### config.mk
export PLATFORM = sky130hd
export DESIGN_NAME = fu_issue_buffer
export DESIGN_NICKNAME = d
export VERILOG_FILES = /design/src/rtl/fu_issue_buffer.sv
export SDC_FILE = /design/constraint.sdc
export NUM_CORES = 2
export LEC_CHECK = 0
export CAP_MARGIN = 30
export CORE_ASPECT_RATIO = 0.8
export CORE_UTILIZATION = 52
export CTS_CLUSTER_SIZE = 25
export DETAILED_ROUTE_END_ITERATION = 10
export HOLD_SLACK_MARGIN = 0.05
export PLACE_DENSITY = 0.78
export SYNTH_ARGS = -nofsm -noshare
export SYNTH_HDL_FRONTEND = slang
export SYNTH_SLANG_ARGS = --single-unit
### constraint.sdc
create_clock -name clk_i -period 6.3 [get_ports clk_i]
set_input_delay 0.63 -clock clk_i [delete_from_list [all_inputs] [get_ports clk_i]]
set_output_delay 0.63 -clock clk_i [all_outputs]
set_load 0.01 [all_outputs]
### src/rtl/fu_issue_buffer.sv
// ---------------------------------------------------------------------------
// fu_issue_buffer
//
// Routes issue requests to one of NR_FU independent per-functional-unit
// FIFOs. Each channel holds DEPTH entries and presents its oldest entry on
// its own valid/ready output port. A request that names a nonexistent
// channel is accepted, dropped, and reported on illegal_o one cycle later.
//
// Ports
//   clk_i           : clock, rising edge
//   rst_ni          : asynchronous active-low reset
//   flush_i         : synchronous clear of every channel
//   in_valid_i      : issue request present
//   in_ready_o      : request accepted this cycle
//   in_fu_i         : target channel index
//   in_op_i         : operation code
//   in_operand_a_i  : operand a
//   in_operand_b_i  : operand b
//   in_imm_i        : immediate
//   in_trans_id_i   : transaction ID
//   out_valid_o     : per-channel head-entry valid
//   out_ready_i     : per-channel pop
//   out_data_o      : per-channel head payload, channel k at [k*W +: W]
//   count_o         : per-channel occupancy, channel k at [k*CW +: CW]
//   illegal_o       : one-cycle pulse when a request to a bad channel drops
//
// Payload layout, MSB first: fu, op, operand_a, operand_b, imm, trans_id.
// ---------------------------------------------------------------------------
module fu_issue_buffer #(
    parameter int  XLEN          = 64,
    parameter int  TRANS_ID_BITS = 3,
    parameter int  FU_BITS       = 4,
    parameter int  OP_BITS       = 8,
    parameter int  NR_FU         = 4,
    parameter int  DEPTH         = 4,
    localparam int W             = FU_BITS + OP_BITS + 3 * XLEN + TRANS_ID_BITS,
    localparam int CW            = $clog2(DEPTH) + 1
) (
    input  logic                     clk_i,
    input  logic                     rst_ni,
    input  logic                     flush_i,

    input  logic                     in_valid_i,
    output logic                     in_ready_o,
    input  logic [FU_BITS-1:0]       in_fu_i,
    input  logic [OP_BITS-1:0]       in_op_i,
    input  logic [XLEN-1:0]          in_operand_a_i,
    input  logic [XLEN-1:0]          in_operand_b_i,
    input  logic [XLEN-1:0]          in_imm_i,
    input  logic [TRANS_ID_BITS-1:0] in_trans_id_i,

    output logic [NR_FU-1:0]         out_valid_o,
    input  logic [NR_FU-1:0]         out_ready_i,
    output logic [NR_FU*W-1:0]       out_data_o,
    output logic [NR_FU*CW-1:0]      count_o,
    output logic                     illegal_o
);

    localparam int PW = $clog2(DEPTH);

    typedef logic [PW-1:0] ptr_t;
    typedef logic [CW-1:0] cnt_t;
    typedef logic [W-1:0]  payload_t;

    // Per-channel state
    ptr_t     rd_ptr_q [NR_FU];
    ptr_t     rd_ptr_d [NR_FU];
    ptr_t     wr_ptr_q [NR_FU];
    ptr_t     wr_ptr_d [NR_FU];
    cnt_t     count_q  [NR_FU];
    cnt_t     count_d  [NR_FU];
    payload_t mem_q    [NR_FU][DEPTH];

    logic     illegal_q;
    logic     illegal_d;

    // Request decode
    logic             fu_in_range;
    logic             in_ready;
    logic             push_any;
    logic [NR_FU-1:0] push;
    logic [NR_FU-1:0] pop;
    payload_t         in_payload;

    assign in_payload = {in_fu_i, in_op_i, in_operand_a_i, in_operand_b_i,
                         in_imm_i, in_trans_id_i};

    // -----------------------------------------------------------------------
    // Request acceptance. Readiness looks only at the registered count of the
    // target channel, so a pop in the same cycle never opens a slot for the
    // push; this keeps out_ready_i off the in_ready_o path. Out-of-range
    // targets are always ready so they can be consumed and flagged.
    // -----------------------------------------------------------------------
    always_comb begin
        // NOTE: every variable gets a default before any conditional
        // assignment so no path leaves it unassigned and infers a latch.
        fu_in_range = (32'(in_fu_i) < NR_FU);
        in_ready    = 1'b1;
        for (int k = 0; k < NR_FU; k++) begin
            if (in_fu_i == FU_BITS'(k) && count_q[k] == CW'(DEPTH)) begin
                in_ready = 1'b0;
            end
        end
        push_any  = in_valid_i && in_ready && fu_in_range && !flush_i;
        illegal_d = in_valid_i && !fu_in_range && !flush_i;
    end

    // -----------------------------------------------------------------------
    // Per-channel pointer and occupancy update. Flush wins over any push or
    // pop in the same cycle. A pop on an empty channel is ignored.
    // -----------------------------------------------------------------------
    always_comb begin
        for (int k = 0; k < NR_FU; k++) begin
            push[k]     = push_any && (in_fu_i == FU_BITS'(k));
            pop[k]      = (count_q[k] != '0) && out_ready_i[k] && !flush_i;
            rd_ptr_d[k] = rd_ptr_q[k];
            wr_ptr_d[k] = wr_ptr_q[k];
            count_d[k]  = count_q[k];

            if (flush_i) begin
                rd_ptr_d[k] = '0;
                wr_ptr_d[k] = '0;
                count_d[k]  = '0;
            end else begin
                // DEPTH is a power of two, so pointers wrap by overflow.
                if (pop[k]) begin
                    rd_ptr_d[k] = rd_ptr_q[k] + PW'(1);
                end
                if (push[k]) begin
                    wr_ptr_d[k] = wr_ptr_q[k] + PW'(1);
                end
                unique case ({push[k], pop[k]})
                    2'b10:   count_d[k] = count_q[k] + CW'(1);
                    2'b01:   count_d[k] = count_q[k] - CW'(1);
                    default: count_d[k] = count_q[k];
                endcase
            end
        end
    end

    // -----------------------------------------------------------------------
    // Control state registers
    // -----------------------------------------------------------------------
    always_ff @(posedge clk_i or negedge rst_ni) begin
        // NOTE: sequential state uses non-blocking assignments so every flop
        // samples the pre-edge values regardless of statement order.
        if (!rst_ni) begin
            for (int k = 0; k < NR_FU; k++) begin
                rd_ptr_q[k] <= '0;
                wr_ptr_q[k] <= '0;
                count_q[k]  <= '0;
            end
            illegal_q <= 1'b0;
        end else begin
            for (int k = 0; k < NR_FU; k++) begin
                rd_ptr_q[k] <= rd_ptr_d[k];
                wr_ptr_q[k] <= wr_ptr_d[k];
                count_q[k]  <= count_d[k];
            end
            illegal_q <= illegal_d;
        end
    end

    // -----------------------------------------------------------------------
    // Entry storage
    // -----------------------------------------------------------------------
    // NOTE: the storage array has no reset; stale contents are never visible
    // because the head output is masked by the channel count, and leaving it
    // unreset lets it map onto plain memory cells.
    always_ff @(posedge clk_i) begin
        for (int k = 0; k < NR_FU; k++) begin
            if (push[k]) begin
                mem_q[k][wr_ptr_q[k]] <= in_payload;
            end
        end
    end

    // -----------------------------------------------------------------------
    // Outputs. The head payload is forced to zero on an empty channel, which
    // also yields all-zero data while reset holds the counts at zero.
    // -----------------------------------------------------------------------
    always_comb begin
        out_valid_o = '0;
        out_data_o  = '0;
        count_o     = '0;
        for (int k = 0; k < NR_FU; k++) begin
            out_valid_o[k]       = (count_q[k] != '0);
            out_data_o[k*W +: W] = (count_q[k] != '0) ? mem_q[k][rd_ptr_q[k]] : '0;
            count_o[k*CW +: CW]  = count_q[k];
        end
    end

    assign in_ready_o = in_ready;
    assign illegal_o  = illegal_q;

    // -----------------------------------------------------------------------
    // Structural invariants
    // -----------------------------------------------------------------------
    for (genvar g = 0; g < NR_FU; g++) begin : g_chk
        a_count_bound : assert property (
            @(posedge clk_i) disable iff (!rst_ni) count_q[g] <= CW'(DEPTH)
        );
        a_no_push_when_full : assert property (
            @(posedge clk_i) disable iff (!rst_ni)
            (count_q[g] == CW'(DEPTH)) |-> !push[g]
        );
    end

endmodule

Word-level counts from Yosys, hierarchy flattened

Memories as Yosys holds them, arrays and structs flattened.
Cells that the tools add are included.

Register bits after elaboration: 29
Bits in writable memories: 3312
Bits of input ports: 215
Output and inout port bits: 846
Memories kept: 1

Add/sub/neg operators: 16
Order comparisons: 13
Eq/ne operators: 15
Mux-type cells: 69
Bitwise gates (word level): 8
Reductions and logical operators: 47

Memory list:

| name  | depth | bits a word | read ports | clocked after Yosys merged registers in | wr ports | line | text |
|---|---|---|---|---|---|---|---|
| mem_q | 4     | 828         | 4          | 0                                       | 1        | 72   | `payload_t mem_q [NR_FU][DEPTH];` |

Operators by type and width:

| kind                                                                         | number |
|---|---|
| 828-bit two-way mux                                                          | 10 |
| 207-bit two-way mux                                                          | 16 |
| 828-bit OR reduction                                                         | 3 |
| 207-bit binary-select mux with 2-bit select                                  | 4 |
| 207-bit demux with 2-bit select                                              | 4 |
| 2-bit two-way mux                                                            | 19 |
| 1-bit logical AND                                                            | 25 |
| 3-bit >= comparator, second input constant                                   | 8 |
| 2-bit inverter with 3-bit output                                             | 8 |
| 3-bit case mux with 2 select lines                                           | 4 |
| 3-bit nonzero test                                                           | 8 |
| 2-bit by 1-bit adder with 2-bit output, second input constant                | 8 |
| 2-bit nonzero test                                                           | 8 |
| 3-bit by 1-bit adder with 3-bit output, second input constant                | 4 |
| 3-bit == test, second input constant                                         | 4 |
| 3-bit by 1-bit less-than comparator with 1-bit output, second input constant | 4 |
| 3-bit two-way mux                                                            | 4 |
| 3-bit by 1-bit subtractor with 3-bit output, second input constant           | 4 |
| 2-bit by 1-bit == test with 1-bit output, second input constant              | 4 |
| 2-bit == test, second input constant                                         | 4 |
| 4-bit by 2-bit == test with 1-bit output, second input constant              | 2 |
| 1-bit two-way mux                                                            | 8 |
| 4-bit by 1-bit == test with 1-bit output, second input constant              | 1 |
| 4-bit logical NOT                                                            | 1 |
| 2 further kinds                                                              | 3 |

Logic depth before layout (Yosys ltp)

Depth in word-level cells: 16
Gate-level depth with buffers: 8
Gate-level depth less buffers: 7

Worst setup path after synthesis

No wires, ideal clock.

Kind: input to register
Start point: in in_fu_i[3]
End point: mem mem_q[0][0] in the netlist's numbering, enable pin
Data arrival time: 6611 ps
Data required time: 5707 ps
Path slack: -904 ps
Cell stages on the path: 3
Path buffers: 0
Cells stage by stage: or4b_4 -> a2111oi_4 -> and2_1

Cells in the longest elaborated chain, start to end: 16
Elaborated cells between the ends (all ways): 37
Those cells by class: order compare: 1; eq/ne: 3; mux: 18; reduce/logical: 15

Ends and longest elaborated chain:

| item                                                                            | line     | text |
|---|---|---|
| from (decl)                                                                     | 45       | `input logic [FU_BITS-1:0] in_fu_i,` |
| 4-bit logical NOT                                                               | 100, 114 |  |
| 1-bit logical AND                                                               | 100      | `if (in_fu_i == FU_BITS'(k) && count_q[k] == CW'(DEPTH)) begin` |
| 1-bit two-way mux (4 in a row)                                                  | 100      |  |
| 1-bit logical AND (3 in a row)                                                  | 104      | `push_any = in_valid_i && in_ready && fu_in_range && !flush_i;` |
| 1-bit logical AND                                                               | 114      | `push[k] = push_any && (in_fu_i == FU_BITS'(k));` |
| 1-bit two-way mux                                                               | 172      | `if (push[k]) begin` |
| 828-bit two-way mux (implied by the code)                                       | 173      | `mem_q[k][wr_ptr_q[k]] <= in_payload;` |
| 828-bit OR reduction (no line)                                                  | -        |  |
| 2-bit two-way mux (no line) or 828-bit two-way mux (tied branches) (3 in a row) | -        |  |
| to (decl)                                                                       | 72       |  |

Parallel ways exist; a longest one is shown, timed or not.

Worst setup path in the final report

Start point: reg rd_ptr_q[0] in the netlist's numbering
End point: out out_data_o[664]

Cells in the longest elaborated chain, start to end: 5

Ends and longest elaborated chain:

| item                                                   | line | text |
|---|---|---|
| from (decl)                                            | 66   | `ptr_t rd_ptr_q [NR_FU];` |
| from (signal, indexed assignment)                      | 156  | `rd_ptr_q[k] <= rd_ptr_d[k];` |
| 2-bit inverter with 3-bit output (implied by the code) | 188  | `out_data_o[k*W +: W] = (count_q[k] != '0) ? mem_q[k][rd_ptr_q[k]] : '0;` |
| 207-bit binary-select mux with 2-bit select            | 188  |  |
| 207-bit two-way mux (implied by the code) (2 in a row) | 188  |  |
| 207-bit two-way mux                                    | 188  |  |
| to (decl)                                              | 54   | `output logic [NR_FU*W-1:0] out_data_o,` |

No other way between the ends. The select of a mux whose other input is x is not followed.

==> impl_metrics.yaml <==
run_status:
  status: "complete, no violations"
critical_path:
  crit_fanout: 35
  arrival_ns: 3.78
  critPathCaptureType: "output pin"
  endpoint: "out_data_o[664]"
  ff2ff_path_depth: 4
  path_class: "flop to output pin"
  crit_path_start_kind: "flop"
  r2r_slack_ns: 3.04
  rr_endpoint: "mem_q[1][273]$_DFFE_PP_"
  reg2reg_from: "count_o[3]$_DFFE_PN0P_"
  crit_path_start: "rd_ptr_q[0]$_DFFE_PN0P_"
  cp.required_ns: 5.67
timing:
  holdWs_ns: 0.222
  finClkSkew_ns: 0.0526
  tightest_slew_ns: 1.12
  fin_crit_ns: 4.41
  finalSetupViolCount: 0
  post-route-period-util_pct: 70.1
  finalHoldViolations: 0
  slew_viol_final: 0
  max_freq_mhz: 227
  maxSlewHeadroom_pct: 25.2
  fin_ws_ns: 1.89
  rsz0062_at_grt: "no"
synthesis:
  synth_area_leaders: "edfxtp_1 (79%), mux4_2 (15%), and2_1 (4.2%)"
  synth_largest_area_cell: "edfxtp_1"
  syn-num-nets: 5680
  synth-compound-area-share_pct: 0.0693
  synth-xor-area-share_pct: 0.0891
  yosysUniqueCellTypes: 38
  synth_top_area_share_pct: 78.7
  yosys_warnings: 0
  ys_ff_latch: 3341
  synth_mux_area_share_pct: 14.9
  synth_adder_area_share_pct: 0.222
  synth_top_family_by_area: "multiplexers"
  postSynthAreaPerCell_um2: 23.2
  yosysSeqAreaShare_pct: 79.3
  synth_simple_gate_area_share_pct: 4.52
  syn_area_um2: 126000
  synthCells: 5445
clock_tree:
  cts.sinks: 3341
  cts-resized-gates: 0
  cts_buffers: 318
  cts-root-buf: "clkbuf_16"
  post-cts-setup-buffers: 0
  path_clk_slew_ns: 0.06
  clockBufferDepth: 4
  cts_tree: "built"
  cts-htree-levels: 5
  clk_latency_ns: 0.85
  cts_hold_buffers: 0
global_route:
  grt_antenna_before_repair: 25
  first_global_vias: 64221
  grt_max_degree: 123
  grt_overflow: 0
  grt_use_total_pct: 27.3
  grt_pass1_wl_mm: 476
power_and_ir_drop:
  share_comb_of_total_power_pct: 25.3
  ir_worst_vdd_v: 0.000418
  p_switching_mw: 16.1
  leakagePower_nw: 47.5
  p_per_area_nw_per_um2: 387
  p_int_mw: 43.0
  clockPowerShare_pct: 32.8
  fin_total_pwr_mw: 59.1
  seqPwrFrac_pct: 41.9
  p_sw_share_pct: 27.2
floorplan:
  num_rows: 161
  io_pins: 1061
  start_util_pct: 52.4
  core_um2: 241000
  die_h_um: 443
  dieArea_um2: 245000
  die_w_um: 553
flow_run:
  cap_violations: 0
drt:
  vias: 62981
  drc: 0
  dr.pass1.iters: 6
  wl_per_cell_um: 33.0
  ant_nets: 0
  viasPerCell: 6.19
  drt_iter0_markers: 7390
  wirelength_mm: 336
cells_and_area:
  mostFrequentLayoutCells: "edfxtp_1 (3312), clkdlybuf4s50_1 (1060), and2_1 (832), mux4_2 (828), clkbuf_16 (328)"
  multi_input_area_um2: 25100
  area_delta_synth_final_pct: 21.0
  drive_above_1_share_pct: 21.5
  final-seq-area_um2: 100000
  nets: 6973
  fillers: 15114
  layout_commonest_cell: "edfxtp_1"
place:
  gp_congestion: 0.819
  pre_cts_ws_ns: 1.54
  port_buffers: 1060
  dpl.hpwl_mm: 204
hold_path:
  min_path_type: "input pin to async pin"
==> worst min path at each step <==
stage | startpoint | to | slack, ns | depth (start not counted)
5_1_grt | rst_ni | rd_ptr_q[2]$_DFFE_PN0P_ | 0.20 | 2
2_1_floorplan | rst_ni | count_o[0]$_DFFE_PN0P_ | 0.33 | 0
3_3_place_gp | wr_ptr_q[0]$_DFFE_PN0P_ | wr_ptr_q[0]$_DFFE_PN0P_ | 0.52 | 1
6_report | rst_ni | rd_ptr_q[5]$_DFFE_PN0P_ | 0.22 | 2
4_1_cts | rst_ni | rd_ptr_q[5]$_DFFE_PN0P_ | 0.16 | 2
3_5_place_dp | wr_ptr_q[0]$_DFFE_PN0P_ | wr_ptr_q[0]$_DFFE_PN0P_ | 0.56 | 1
==> per-stage QoR <==
step	cells	util, %	TNS (ns)	instance area, um2
2_1_floorplan	5445	-	-1307.96	126000
3_3_place_gp	9591	59.0	0	142000
3_5_place_dp	9595	59.1	0	142000
4_1_cts	10163	63.4	0	153000
5_1_grt	10172	63.4	0	153000
6_report	10173	63.4	0	153000
==> layer usage <==
metal	up-vias	wire length (um)	global-route usage (%)
met1	33185	123000	36.8
met2	4188	166000	44.2
met3	676	32400	4.90
met5	-	67	0
li1	24922	-	-
met4	10	15200	11.4
==> synth_stat cells, drive strengths merged <==
cell and count:
nor4 1, a2111oi 1, nand3 4, mux4 828
or3b 1, ha 16, and4 1, nor2b 8
or3 5, nor4b 2, nand2 3, xnor2 1
inv 9, o211a 1, o31ai 4, xor2 11
edfxtp 3312, dfrtp 29, nor3b 3, buf 123
nand2b 8, nor2 29, nand4 1, nor3 5
clkbuf 160, mux2 11, a21oi 2, fa 4
mux2i 11, or4b 1, o21ai 2, and2 848
==> registers in the layout (all words and copies together), names as in the netlist <==
register and count:
mem_q 3312, count_o 12, rd_ptr_q 8, wr_ptr_q 8, illegal_o 1
==> power by group through the flow <==
stage | clock, mW | combinational, mW | sequential (mW)
3_3_place_gp | 0 | 14.7 | 25.3
4_1_cts | 19.6 | 15.0 | 24.8
5_1_grt | 20.4 | 15.5 | 24.8
2_1_floorplan | 0 | 6.98 | 25.0
3_5_place_dp | 0 | 14.8 | 25.3
6_report | 19.4 | 14.9 | 24.8
==> cell type report <==
cell class / count / area share, %
Tap cell: 3178 / 2.60
Antenna cell: 9 / 0.0147
Clock inverter: 167 / 1.24
Timing Repair Buffer: 1256 / 8.58
Multi-Input combinational cell: 1812 / 16.4
Inverter: 9 / 0.0221
Clock buffer: 401 / 5.57
Sequential cell: 3341 / 65.5
==> critical path, stage by stage (launching register included) <==
cell and delay, ns:
dfrtp_4 0.96, buf_12 0.33, buf_12 0.30, mux4_2 0.55, and2_1 0.20, clkdlybuf4s50_1 0.50
==> logic make-up (layout without fill, tap and decap cells) <==
logic type | Yosys count | in the layout
DFF | 3341 | 3341
adders and majority gates | 20 | 20
muxes | 850 | 850
and+or+nand+nor | 920 | 920
other | 0 | 9
xor gates and xnor gates | 12 | 12
buffers and inverters | 292 | 1833
AOI/OAI and AO/OA | 10 | 10
(Power assumes the default switching activity.)
